===== src/rtl/sipo_deser_if.sv =====
// sipo_deser_if
//   Bundles the serial-side strobes and the word-side handshake of the
//   deserializer so they travel together between producer, block and consumer.
//
//   Signals:
//     sin, sen   serial bit and its sample strobe (MSB of the word first)
//     clr        synchronous abort/clear
//     q_ack      consumer accepts the presented word
//     q, q_valid completed word and its held valid flag
//     busy, cnt  partial-word status and received-bit count
//     overrun    sticky dropped-word flag
//
//   Modports:
//     master  the deserializer itself (drives word side and status)
//     slave   the surrounding logic (drives serial side, clr and q_ack)
interface sipo_deser_if #(
  parameter int SIZE = 4,
  parameter int CNTW = 4
);
  logic            sin;
  logic            sen;
  logic            clr;
  logic            q_ack;
  logic [SIZE-1:0] q;
  logic            q_valid;
  logic            busy;
  logic [CNTW-1:0] cnt;
  logic            overrun;

  modport master (
    input  sin, sen, clr, q_ack,
    output q, q_valid, busy, cnt, overrun
  );

  modport slave (
    output sin, sen, clr, q_ack,
    input  q, q_valid, busy, cnt, overrun
  );
endinterface


===== src/rtl/sipo_deser.sv =====
// sipo_deser
//   Serial-in/parallel-out receiver matching a left-shifting serializer.
//   Each strobed bit is appended at the LSB; after SIZE strobes the word is
//   presented on q with a held q_valid until acknowledged. A word that
//   completes while the previous one is still unacknowledged is dropped and
//   the sticky overrun flag is raised.
//
//   Ports:
//     clk    rising-edge clock
//     reset  asynchronous active-high reset
//     bus    sipo_deser_if.master: sin, sen, clr, q_ack in;
//            q, q_valid, busy, cnt, overrun out
module sipo_deser #(
  parameter int SIZE = 4,
  parameter int CNTW = 4
) (
  input  logic           clk,
  input  logic           reset,
  sipo_deser_if.master   bus
);

  typedef enum logic {
    IDLE  = 1'b0,
    SHIFT = 1'b1
  } state_t;

  state_t          state;
  logic [SIZE-1:0] sh;
  logic [SIZE-1:0] q_r;
  logic            q_valid_r;
  logic [CNTW-1:0] cnt_r;
  logic            overrun_r;

  logic [SIZE-1:0] word;
  logic            last_bit;

  // The word being completed includes the bit sampled on this very edge.
  assign word     = {sh[SIZE-2:0], bus.sin};
  assign last_bit = (cnt_r == CNTW'(SIZE - 1));

  // Single state process: state is IDLE exactly when cnt is zero, so busy
  // is simply the registered state. clr outranks every strobe and ack.
  always_ff @(posedge clk or posedge reset) begin
    if (reset) begin
      state     <= IDLE;
      sh        <= '0;
      q_r       <= '0;
      q_valid_r <= 1'b0;
      cnt_r     <= '0;
      overrun_r <= 1'b0;
    end else if (bus.clr) begin
      state     <= IDLE;
      sh        <= '0;
      q_valid_r <= 1'b0;
      cnt_r     <= '0;
      overrun_r <= 1'b0;
    end else begin
      if (bus.q_ack && q_valid_r)
        q_valid_r <= 1'b0;
      if (bus.sen) begin
        sh <= word;
        if (last_bit) begin
          state <= IDLE;
          cnt_r <= '0;
          // Accept when the slot is free or being freed on this same edge;
          // otherwise the old word is kept and the new one is lost.
          if (!q_valid_r || bus.q_ack) begin
            q_r       <= word;
            q_valid_r <= 1'b1;
          end else begin
            overrun_r <= 1'b1;
          end
        end else begin
          state <= SHIFT;
          cnt_r <= cnt_r + CNTW'(1);
        end
      end
    end
  end

  assign bus.q       = q_r;
  assign bus.q_valid = q_valid_r;
  assign bus.busy    = (state == SHIFT);
  assign bus.cnt     = cnt_r;
  assign bus.overrun = overrun_r;

endmodule


===== src/flat_wrapper.sv =====
// flat-port wrapper written by rule: the top's interface ports become plain ports
module sipo_deser_flat 
#(
  parameter int SIZE = 4,
  parameter int CNTW = 4
)
  (clk, reset, bus_sin, bus_sen, bus_clr, bus_q_ack, bus_q, bus_q_valid, bus_busy, bus_cnt, bus_overrun);
  sipo_deser_if #(.SIZE(SIZE), .CNTW(CNTW)) bus_i ();
  input  logic clk;
  input  logic reset;
  input wire logic [$bits(bus_i.sin)-1:0] bus_sin;
  input wire logic [$bits(bus_i.sen)-1:0] bus_sen;
  input wire logic [$bits(bus_i.clr)-1:0] bus_clr;
  input wire logic [$bits(bus_i.q_ack)-1:0] bus_q_ack;
  output wire logic [$bits(bus_i.q)-1:0] bus_q;
  output wire logic [$bits(bus_i.q_valid)-1:0] bus_q_valid;
  output wire logic [$bits(bus_i.busy)-1:0] bus_busy;
  output wire logic [$bits(bus_i.cnt)-1:0] bus_cnt;
  output wire logic [$bits(bus_i.overrun)-1:0] bus_overrun;
  assign bus_i.sin = bus_sin;
  assign bus_i.sen = bus_sen;
  assign bus_i.clr = bus_clr;
  assign bus_i.q_ack = bus_q_ack;
  assign bus_q = bus_i.q;
  assign bus_q_valid = bus_i.q_valid;
  assign bus_busy = bus_i.busy;
  assign bus_cnt = bus_i.cnt;
  assign bus_overrun = bus_i.overrun;
  sipo_deser #(.SIZE(SIZE), .CNTW(CNTW)) u_core (.clk(clk), .reset(reset), .bus(bus_i));
endmodule

===== config.mk =====
export PLATFORM = sky130hd
export DESIGN_NAME = sipo_deser_flat
export DESIGN_NICKNAME = d
export VERILOG_FILES = /design/src/rtl/sipo_deser_if.sv /design/src/rtl/sipo_deser.sv /design/src/flat_wrapper.sv
export SDC_FILE = /design/constraint.sdc
export NUM_CORES = 1
export LEC_CHECK = 0
export ABC_AREA = 1
export CORE_ASPECT_RATIO = 1.1
export CORE_MARGIN = 1
export CORE_UTILIZATION = 45
export CTS_CLUSTER_DIAMETER = 80
export DETAILED_ROUTE_END_ITERATION = 10
export PLACE_DENSITY = 0.75
export SLEW_MARGIN = 5
export SYNTH_ARGS = -nofsm -noshare
export SYNTH_HDL_FRONTEND = slang
export SYNTH_SLANG_ARGS = --single-unit
export TNS_END_PERCENT = 5

===== constraint.sdc =====
create_clock -name clk -period 1.2 [get_ports clk]
set_input_delay 0.12 -clock clk [delete_from_list [all_inputs] [get_ports clk]]
set_output_delay 0.12 -clock clk [all_outputs]
set_load 0.01 [all_outputs]

==> impl_metrics.yaml, run 1 <==
synth:
  synthMuxAreaShare_pct: 0
  async_reset_ff_share_pct: 100
  synthXorXnorAreaFrac_pct: 1.33
  syn-num-nets: 80
  synthTopCellsByCount: "nand2_1, dfrtp_1, inv_1, nand4_1"
  syn_avg_cell_area_um2: 9.03
  yosysTopAreaCellShare_pct: 53.1
  synth_area_um2: 659
  syn_inst: 73
  synth_enable_flop_cells: 0
  synth_seq_cells: 14
  yosysSeqAreaShare_pct: 53.1
  synth_largest_area_cell: "dfrtp_1"
  synthAdderAreaFrac_pct: 1.90
  yosysUniqueCellTypes: 20
  synth_compound_area_share_pct: 13.1
  synthSimpleGateAreaFrac_pct: 22.8
  synth_top_family_by_area: "simple AND/OR/NAND/NOR gates"
  synth_most_common_cell: "nand2_1"
  ys_top_cells_by_area: "dfrtp_1, nand2_1, inv_1"
  yosys_warnings: 0
  synthFlopType: "dfrtp_1"
sta:
  fin_crit_ns: 1.14
  setup_viol_count_final: 0
  setup_ws_ns: 0.0615
  slew_viol_final: 0
  max_slew_margin_pct: 84.1
  fin_crit_sh_pct: 94.9
  worst_pin_slew_ns: 0.238
  fmax_mhz: 878
  hold_viol: 0
  rsz0062_at_grt: "no"
  finClkSkew_ns: 0.00128
cts:
  clock_latency_ns: 0.29
  cts-root-buf: "clkbuf_4"
  cts_tree: "done"
  ctsHtreeMaxLevel: 1
  ctsHoldBuffers: 0
  cts_num_sinks: 14
  clk_pin_slew_ns: 0.08
  cts_buffer_depth: 2
  numCtsBuffers: 3
setup_path:
  path_max_fanout: 3
  slowest_stage: "dfrtp_1"
  slowest_delay_ns: 0.43
  crit_path_end_kind: "output port"
  required_ns: 1.08
  cp-start-kind: "flop"
  path_cells: "dlygate4sd2_1"
  crit_type: "reg2out"
  path_buf_inv: 1
  cpLargestDelayFamily: "flip-flops"
  critical_path_arrival_ns: 1.02
grt:
  gr-total-overflow: 0
  grtUsageTotal_pct: 21.7
  grt_pass1_vias: 600
  antenna_found_initial: 0
  grt_pass1_wl_um: 2460
  grt_max_degree: 15
layout:
  nets: 109
  fin_util_pct: 70.1
  finish.instance_area_um2: 958
  drive_gt1_share_pct: 23.8
  diodes: 0
  area_growth_pct: 45.4
floorplanning:
  core-area_um2: 1370
  initial_core_util_pct: 48.3
  num_io_pins: 17
  die_area_um2: 1620
  fp-row-count: 14
  die_x_um: 38.5
  chipHeight_um: 42.1
power_and_ir_drop:
  power.static_leakage_nw: 0.470
  p_total_mw: 1.13
  ir_worst_vdd_v: 0.000944
  power_density_nw_per_um2: 1180
detailed_routing:
  viasPerCell: 4.92
  wirelength_um: 1440
  avgRoutedWirePerCell_um: 12.3
  first_pass_iters: 7
  dr.first_iter.drc_count: 14
  detailroute.via_count: 576
  drc: 1
  ant_nets: 0
job:
  drv_cap: 0
outcome:
  outcome: "finished, violations left"
  violations: "design-rule violations"
place:
  postPlaceCellArea_um2: 877
  hpwl_um: 1070
  pre_cts_slack_ns: -0.00760
  place_congestion: 0.834
  io_buffers: 16
min_path:
  hold_class: "in2async"
## what timing repair did
action / CTS / global route
pin swaps: 0 / 3
buffers inserted: 3 / 0
resized for setup: 12 / 7
endpoints found under the hold margin: 0 / 0
setup endpoints to repair: 13 / 6
## registers in the layout, summed over array words and instances, names as in the netlist
name and flops:
u_core.bus.q 4, u_core.bus.overrun 1, u_core.sh 3, u_core.bus.busy 1, u_core.bus.q_valid 1, u_core.bus.cnt 4
## where the power goes
group          total (mW)  internal [mW]  switching, mW
combinational       0.238          0.120          0.118
clock               0.345          0.185          0.160
sequential          0.548          0.520         0.0272
total                1.13          0.825          0.305
## metal layers
layer  part of all wire (%)  track usage [%]  up-vias  wire (um)
met5                      0                0        -          0
met2                     51             33.0       15        729
met4                    1.6             10.3        0         23
met3                    4.2             4.79        3         60
met1                     43             28.7      263        626
li1                       -                -      295          -
## path summary, 6_finish.rpt
check,depth (start not counted),end,from,slack (ns)
max in group asynchronous,3,u_core.sh[2],reset,0.92
setup / recovery,1,bus_cnt[0],u_core.bus.cnt[0],0.06
hold reg to reg,2,u_core.bus.overrun,u_core.bus.overrun,0.49
hold / removal,3,u_core.bus.q[2],reset,0.12
min in group clk,3,u_core.sh[0],bus_sin,0.45
setup reg to reg,5,u_core.bus.q[0],u_core.bus.cnt[3],0.09
## stage by stage
step / hold WS [ns] / setup TNS (ns) / instances
finish: 0.117 / 0 / 117
global route: 0.149 / 0 / 117
CTS: 0.126 / 0 / 117
detailed placement: 0.433 / -0.00760 / 110
global placement: 0.431 / 0 / 110
floorplan: 0.00922 / 0 / 73
## cells by family after synthesis
family          count (synthesis)
simple gates                   31
flops                          14
compound gates                 13
buf+inv                        13
xor+xnor                        1
fa+ha+maj                       1
## layout by cell type, fill, tap and decap left out, drive strengths merged
master and instances:
nand3 3, o21bai 5, clkbuf 4, ha 1, buf 8, a21oi 1
clkdlybuf4s50 5, dlygate4sd2 11, nor2 4, nand2 19, o22ai 1, a22o 1
nand4 5, inv 13, dfrtp 14, o21ai 5, xnor2 1
## final cells by class
cell class | count | area (um2)
Fill cell | 107 | 408
Sequential cell | 14 | 350
Multi-Input combinational cell | 46 | 290
Timing Repair Buffer | 24 | 210
Inverter | 13 | 51.3
Clock buffer | 4 | 36.3
Tap cell | 16 | 20.0
Power figures use the tool's default switching activity.
==> inputs of run 2 (changes only) <==
--- a/config.mk
+++ b/config.mk
@@ -6,12 +6,12 @@
 export NUM_CORES = 1
 export LEC_CHECK = 0
 export ABC_AREA = 1
-export CORE_ASPECT_RATIO = 1.1
-export CORE_MARGIN = 1
-export CORE_UTILIZATION = 45
+export CORE_AREA = 2 2 39 41
 export CTS_CLUSTER_DIAMETER = 80
 export DETAILED_ROUTE_END_ITERATION = 10
-export PLACE_DENSITY = 0.75
+export DIE_AREA = 0 0 41 43
+export DONT_BUFFER_PORTS = 1
+export PLACE_DENSITY = 0.67
 export SLEW_MARGIN = 5
 export SYNTH_ARGS = -nofsm -noshare
 export SYNTH_HDL_FRONTEND = slang
==> constraint.sdc (replaced) <==
create_clock -name clk -period 0.9 [get_ports clk]
set_input_delay 0.09 -clock clk [delete_from_list [all_inputs] [get_ports clk]]
set_output_delay 0.09 -clock clk [all_outputs]
set_load 0.01 [all_outputs]
==> run 2 against run 1 <==
Against the previous run:
- the flow finishes with violations (negative hold slack, negative setup slack)
- first-iteration DRC count fell by 29%
- via count is the same
- total power grew 26%
- core utilization down 5.1 points
- sequential share of layout area increased by 2.9 points
- combinational power shrank 13%
- setup slack got worse by 0.22 ns
- clock skew up 0.0022 ns
- clock power increased by 32%
- cell count fell by 7.7%
- critical path type unchanged
- largest cell class unchanged
- highest routed layer unchanged
==> impl_metrics.yaml, run 2 (synthesis gave the netlist of run 1 again) <==
outcome:
  outcome: "finished, violations left"
  violations: "negative hold slack, negative setup slack"
floorplanning:
  num_io_pins: 17
  core-area_um2: 1380
  fp-row-count: 14
  die_x_um: 41
  initial_core_util_pct: 47.6
  chipHeight_um: 43
  die_area_um2: 1760
setup_path:
  slowest_stage: "dfrtp_2"
  slowest_delay_ns: 0.45
  path_cells: "buf_6 -> buf_6"
  path_max_fanout: 5
  required_ns: 0.81
  crit_path_end_kind: "output port"
  crit_type: "reg2out"
  cp-start-kind: "flop"
  critical_path_arrival_ns: 0.97
  worst_path_most_repeated_cell: "buf_6"
cts:
  cts_num_sinks: 14
  ctsHoldBuffers: 3
  numCtsBuffers: 3
  clk_pin_slew_ns: 0.09
  cts-root-buf: "clkbuf_4"
  clock_latency_ns: 0.28
  ctsHtreeMaxLevel: 1
  cts_tree: "done"
  cts_buffer_depth: 2
place:
  place_congestion: 0.721
  io_buffers: 0
  pre_cts_slack_ns: -0.136
  hpwl_um: 1050
sta:
  rsz0062_at_grt: "yes"
  max_slew_margin_pct: 86.3
  fin_crit_sh_pct: 117
  setup_ws_ns: -0.156
  hold_viol: 2
  worst_pin_slew_ns: 0.204
  hold-worst-slack_ns: -0.0258
  fin_crit_ns: 1.06
  slew_viol_final: 0
  setup_viol_count_final: 15
  finClkSkew_ns: 0.00345
  fmax_mhz: 947
  fin_tns_setup_ns: -1.35
detailed_routing:
  dr.first_iter.drc_count: 10
  first_pass_iters: 4
  ant_nets: 0
  detailroute.via_count: 576
  viasPerCell: 5.33
  drc: 0
  avgRoutedWirePerCell_um: 13.7
  wirelength_um: 1480
layout:
  layout_commonest_cell: "nand2_1"
  nets: 100
  fin_util_pct: 65.0
  diodes: 0
  fillerInstances: 111
  drive_gt1_share_pct: 38.0
  final_cell_mix: "nand2_1, inv_1, dfrtp_1"
  area_growth_pct: 36.4
power_and_ir_drop:
  power_density_nw_per_um2: 1590
  power.static_leakage_nw: 0.424
  ir_worst_vdd_v: 0.000872
grt:
  antenna_found_initial: 0
  gr-total-overflow: 0
  grt_max_degree: 15
  grt_pass1_wl_um: 2570
  grt_pass1_vias: 605
  grtUsageTotal_pct: 21.6
min_path:
  hold_class: "in2reg"
job:
  drv_cap: 0
## run 2: power breakdown
part	leakage, nW	switching [mW]	internal, mW
logic	0.233	0.111	0.0958
registers	0.170	0.0702	0.696
clock network	0.0210	0.209	0.246
total	0.424	0.390	1.04
## run 2: per-layer routing
layer,vias up,routed length (um),track usage [%]
met4,0,9,9.33
li1,275,-,-
met3,2,87,5.24
met5,-,0,0
met2,20,730,30.9
met1,279,656,30.2
## run 2: per-stage QoR
stage          std cells  area, um2  power (mW)
3_5_place_dp         100        779       0.969
2_1_floorplan         73        677       0.905
6_report             108        900        1.43
3_3_place_gp         100        779       0.961
4_1_cts              108        883        1.44
5_1_grt              108        900        1.52
## run 2: worst max-delay path, delay by kind of cell (launching register included)
kind | cells | cell delay, ns
buffers and inverters | 2 | 0.24
DFF | 1 | 0.45
## run 2: worst paths after layout
check / cells past startpoint / from / slack, ns / endpoint
min reg2reg: 2 / u_core.sh[2] / 0.50 / u_core.sh[2]
min in group asynchronous: 3 / reset / 0.24 / u_core.bus.overrun
max reg2reg: 4 / u_core.bus.cnt[0] / -0.13 / u_core.bus.cnt[3]
min: 3 / bus_sen / -0.03 / u_core.bus.cnt[0]
max: 2 / u_core.bus.cnt[2] / -0.16 / bus_cnt[2]
max in group asynchronous: 3 / reset / 0.48 / u_core.bus.cnt[1]
## run 2: timing repair
item / in CTS / in global routing
buffers inserted: 1 / 0
endpoints found under the hold margin: 20 / 2
resized for setup: 8 / 5
setup endpoints to repair: 16 / 19
pin swaps: 3 / 3
## run 2: final cells by class
class / instances / area (um2) / area share (%)
clock buffers: 4 / 36.3 / 4.03
flip-flops and latches: 14 / 355 / 39.5
multi-input cells: 46 / 292 / 32.4
well taps: 16 / 20.0 / 2.23
repair buffers: 15 / 145 / 16.1
inverters: 13 / 51.3 / 5.70
==> inputs of run 3 (changes only) <==
--- a/config.mk
+++ b/config.mk
@@ -6,12 +6,11 @@
 export NUM_CORES = 1
 export LEC_CHECK = 0
 export ABC_AREA = 1
-export CORE_AREA = 2 2 39 41
+export CORE_MARGIN = 1
+export CORE_UTILIZATION = 41
 export CTS_CLUSTER_DIAMETER = 80
 export DETAILED_ROUTE_END_ITERATION = 10
-export DIE_AREA = 0 0 41 43
-export DONT_BUFFER_PORTS = 1
-export PLACE_DENSITY = 0.67
+export PLACE_DENSITY = 0.72
 export SLEW_MARGIN = 5
 export SYNTH_ARGS = -nofsm -noshare
 export SYNTH_HDL_FRONTEND = slang
==> run 3 against run 2 <==
Against the previous run:
- the flow finishes with violations (negative setup slack)
- die area rose by 0.53%
- global-route usage down 0.57 points
- maximum frequency is 7.6% lower
- critical path type is now reg2reg
- critical endpoint is now u_core.bus.q[2]
- highest routed layer unchanged
==> impl_metrics.yaml, run 3 (synthesis gave the netlist of run 1 again) <==
grt:
  use_met2_pct: 30.6
  grt.busiest_layer: "met2"
  met3_usage_pct: 7.76
  gr-total-overflow: 0
  grt_max_degree: 15
  antenna_found_initial: 0
  grtUsageTotal_pct: 21.1
  met1_usage_pct: 28.1
  grt_pass1_vias: 580
  grt_pass1_wl_um: 2650
layout:
  finalNonFillerCells: 123
  nets: 115
  diodes: 0
  drive_gt1_share_pct: 41.1
  seq_area_um2: 355
  layout_commonest_cell: "nand2_1"
  multi_input_area_um2: 303
  finish.instance_area_um2: 1000
  final_cell_mix: "nand2_1, buf_4, inv_1"
  area_growth_pct: 51.6
  fillerInstances: 139
place:
  io_buffers: 16
  placed_cells: 117
  place_congestion: 0.799
  hpwl_um: 1140
  postPlaceCellArea_um2: 947
cts:
  cts-root-buf: "clkbuf_4"
  numCtsBuffers: 3
  ctsHoldBuffers: 0
  clk_pin_slew_ns: 0.09
  cts_num_sinks: 14
  ctsHtreeMaxLevel: 1
  cts_buffer_depth: 2
  clock_latency_ns: 0.29
  cts_tree: "done"
floorplanning:
  fp-row-count: 14
  die_x_um: 42.1
  die_area_um2: 1770
  num_io_pins: 17
  initial_core_util_pct: 43.8
  core-area_um2: 1510
  chipHeight_um: 42.1
sta:
  finClkSkew_ns: 0.0109
  fin_crit_sh_pct: 127
  fmax_mhz: 875
  worst_pin_slew_ns: 0.226
  fin_crit_ns: 1.14
  setup_viol_count_final: 16
  rsz0062_at_grt: "yes"
  max_slew_margin_pct: 84.9
  setup_ws_ns: -0.243
  hold_viol: 0
  fin_tns_setup_ns: -2.59
  slew_viol_final: 0
setup_path:
  slowest_stage: "dfrtp_2"
  crit_type: "reg2reg"
  crit_path_end_kind: "flop"
  r2r-start: "u_core.bus.cnt[0]"
  slowest_delay_ns: 0.40
  cp-start-kind: "flop"
  path_max_fanout: 5
  critPathLaunch: "u_core.bus.cnt[0]"
  path_cells: "buf_6 -> ha_4 -> nand3_4 -> o21bai_1 -> nand2_1"
  required_ns: 1.07
  critical_path_arrival_ns: 1.32
detailed_routing:
  avgRoutedWirePerCell_um: 12.9
  dr.first_iter.drc_count: 5
  detailroute.via_count: 604
  first_pass_iters: 2
  viasPerCell: 4.91
  ant_nets: 0
  wirelength_um: 1590
  drc: 0
power_and_ir_drop:
  p_total_mw: 1.55
  power_density_nw_per_um2: 1550
  ir_worst_vdd_v: 0.00116
  power.static_leakage_nw: 0.483
min_path:
  hold_class: "in2async"
outcome:
  violations: "negative setup slack"
  outcome: "finished, violations left"
job:
  drv_cap: 0
-- run 3: power by group --
group | total (mW) | switching (mW) | internal, mW
combinational | 0.351 | 0.176 | 0.175
sequential | 0.732 | 0.0370 | 0.695
clock | 0.462 | 0.216 | 0.247
total | 1.55 | 0.428 | 1.12
-- run 3: timing repair --
| item | CTS | global route |
|---|---|---|
| setup endpoints to repair | 22 | 22 |
| setup buffers | 2 | 0 |
| pin swaps | 2 | 4 |
| hold endpoints to repair | 0 | 0 |
| resized for setup | 27 | 18 |
-- run 3: critical path, delay by kind of cell, from the launching register on --
kind | cells | cell delay [ns]
DFF | 1 | 0.40
adders and majority gates | 1 | 0.18
and+or+nand+nor | 2 | 0.18
AOI/OAI and AO/OA | 1 | 0.14
buffers and inverters | 1 | 0.12
-- run 3: layout make-up --
type	count	share of cell area, %
multi-input cells	46	30.3
clock buffers	4	3.63
flip-flops and latches	14	35.5
repair buffers	30	23.4
well taps	16	2.00
inverters	13	5.13
-- run 3: routing by layer --
layer	vias to the layer above	share of wire, %
met5	-	0
met4	0	1.8
met3	5	4.0
met2	10	47
met1	284	47
li1	305	-
-- run 3: through the flow --
| stage | hold WS [ns] | util [%] | worst slack (ns) |
|---|---|---|---|
| finish | 0.101 | 66.4 | -0.243 |
| global route | 0.130 | 66.4 | -0.292 |
| CTS | 0.103 | 68.0 | -0.254 |
| detailed placement | 0.424 | 62.9 | -0.263 |
| global placement | 0.399 | 62.9 | -0.265 |
| floorplan | -0.0211 | - | -0.0789 |
-- run 3: final timing paths --
check | slack (ns) | depth (start not counted) | endpoint
max | -0.24 | 5 | u_core.bus.q[2]
min | 0.10 | 3 | u_core.sh[2]
max reg2reg | -0.24 | 5 | u_core.bus.q[2]
min reg2reg | 0.50 | 2 | u_core.bus.overrun
max in group asynchronous | 0.61 | 3 | u_core.bus.cnt[3]
min in group clk | 0.41 | 3 | u_core.bus.q[0]
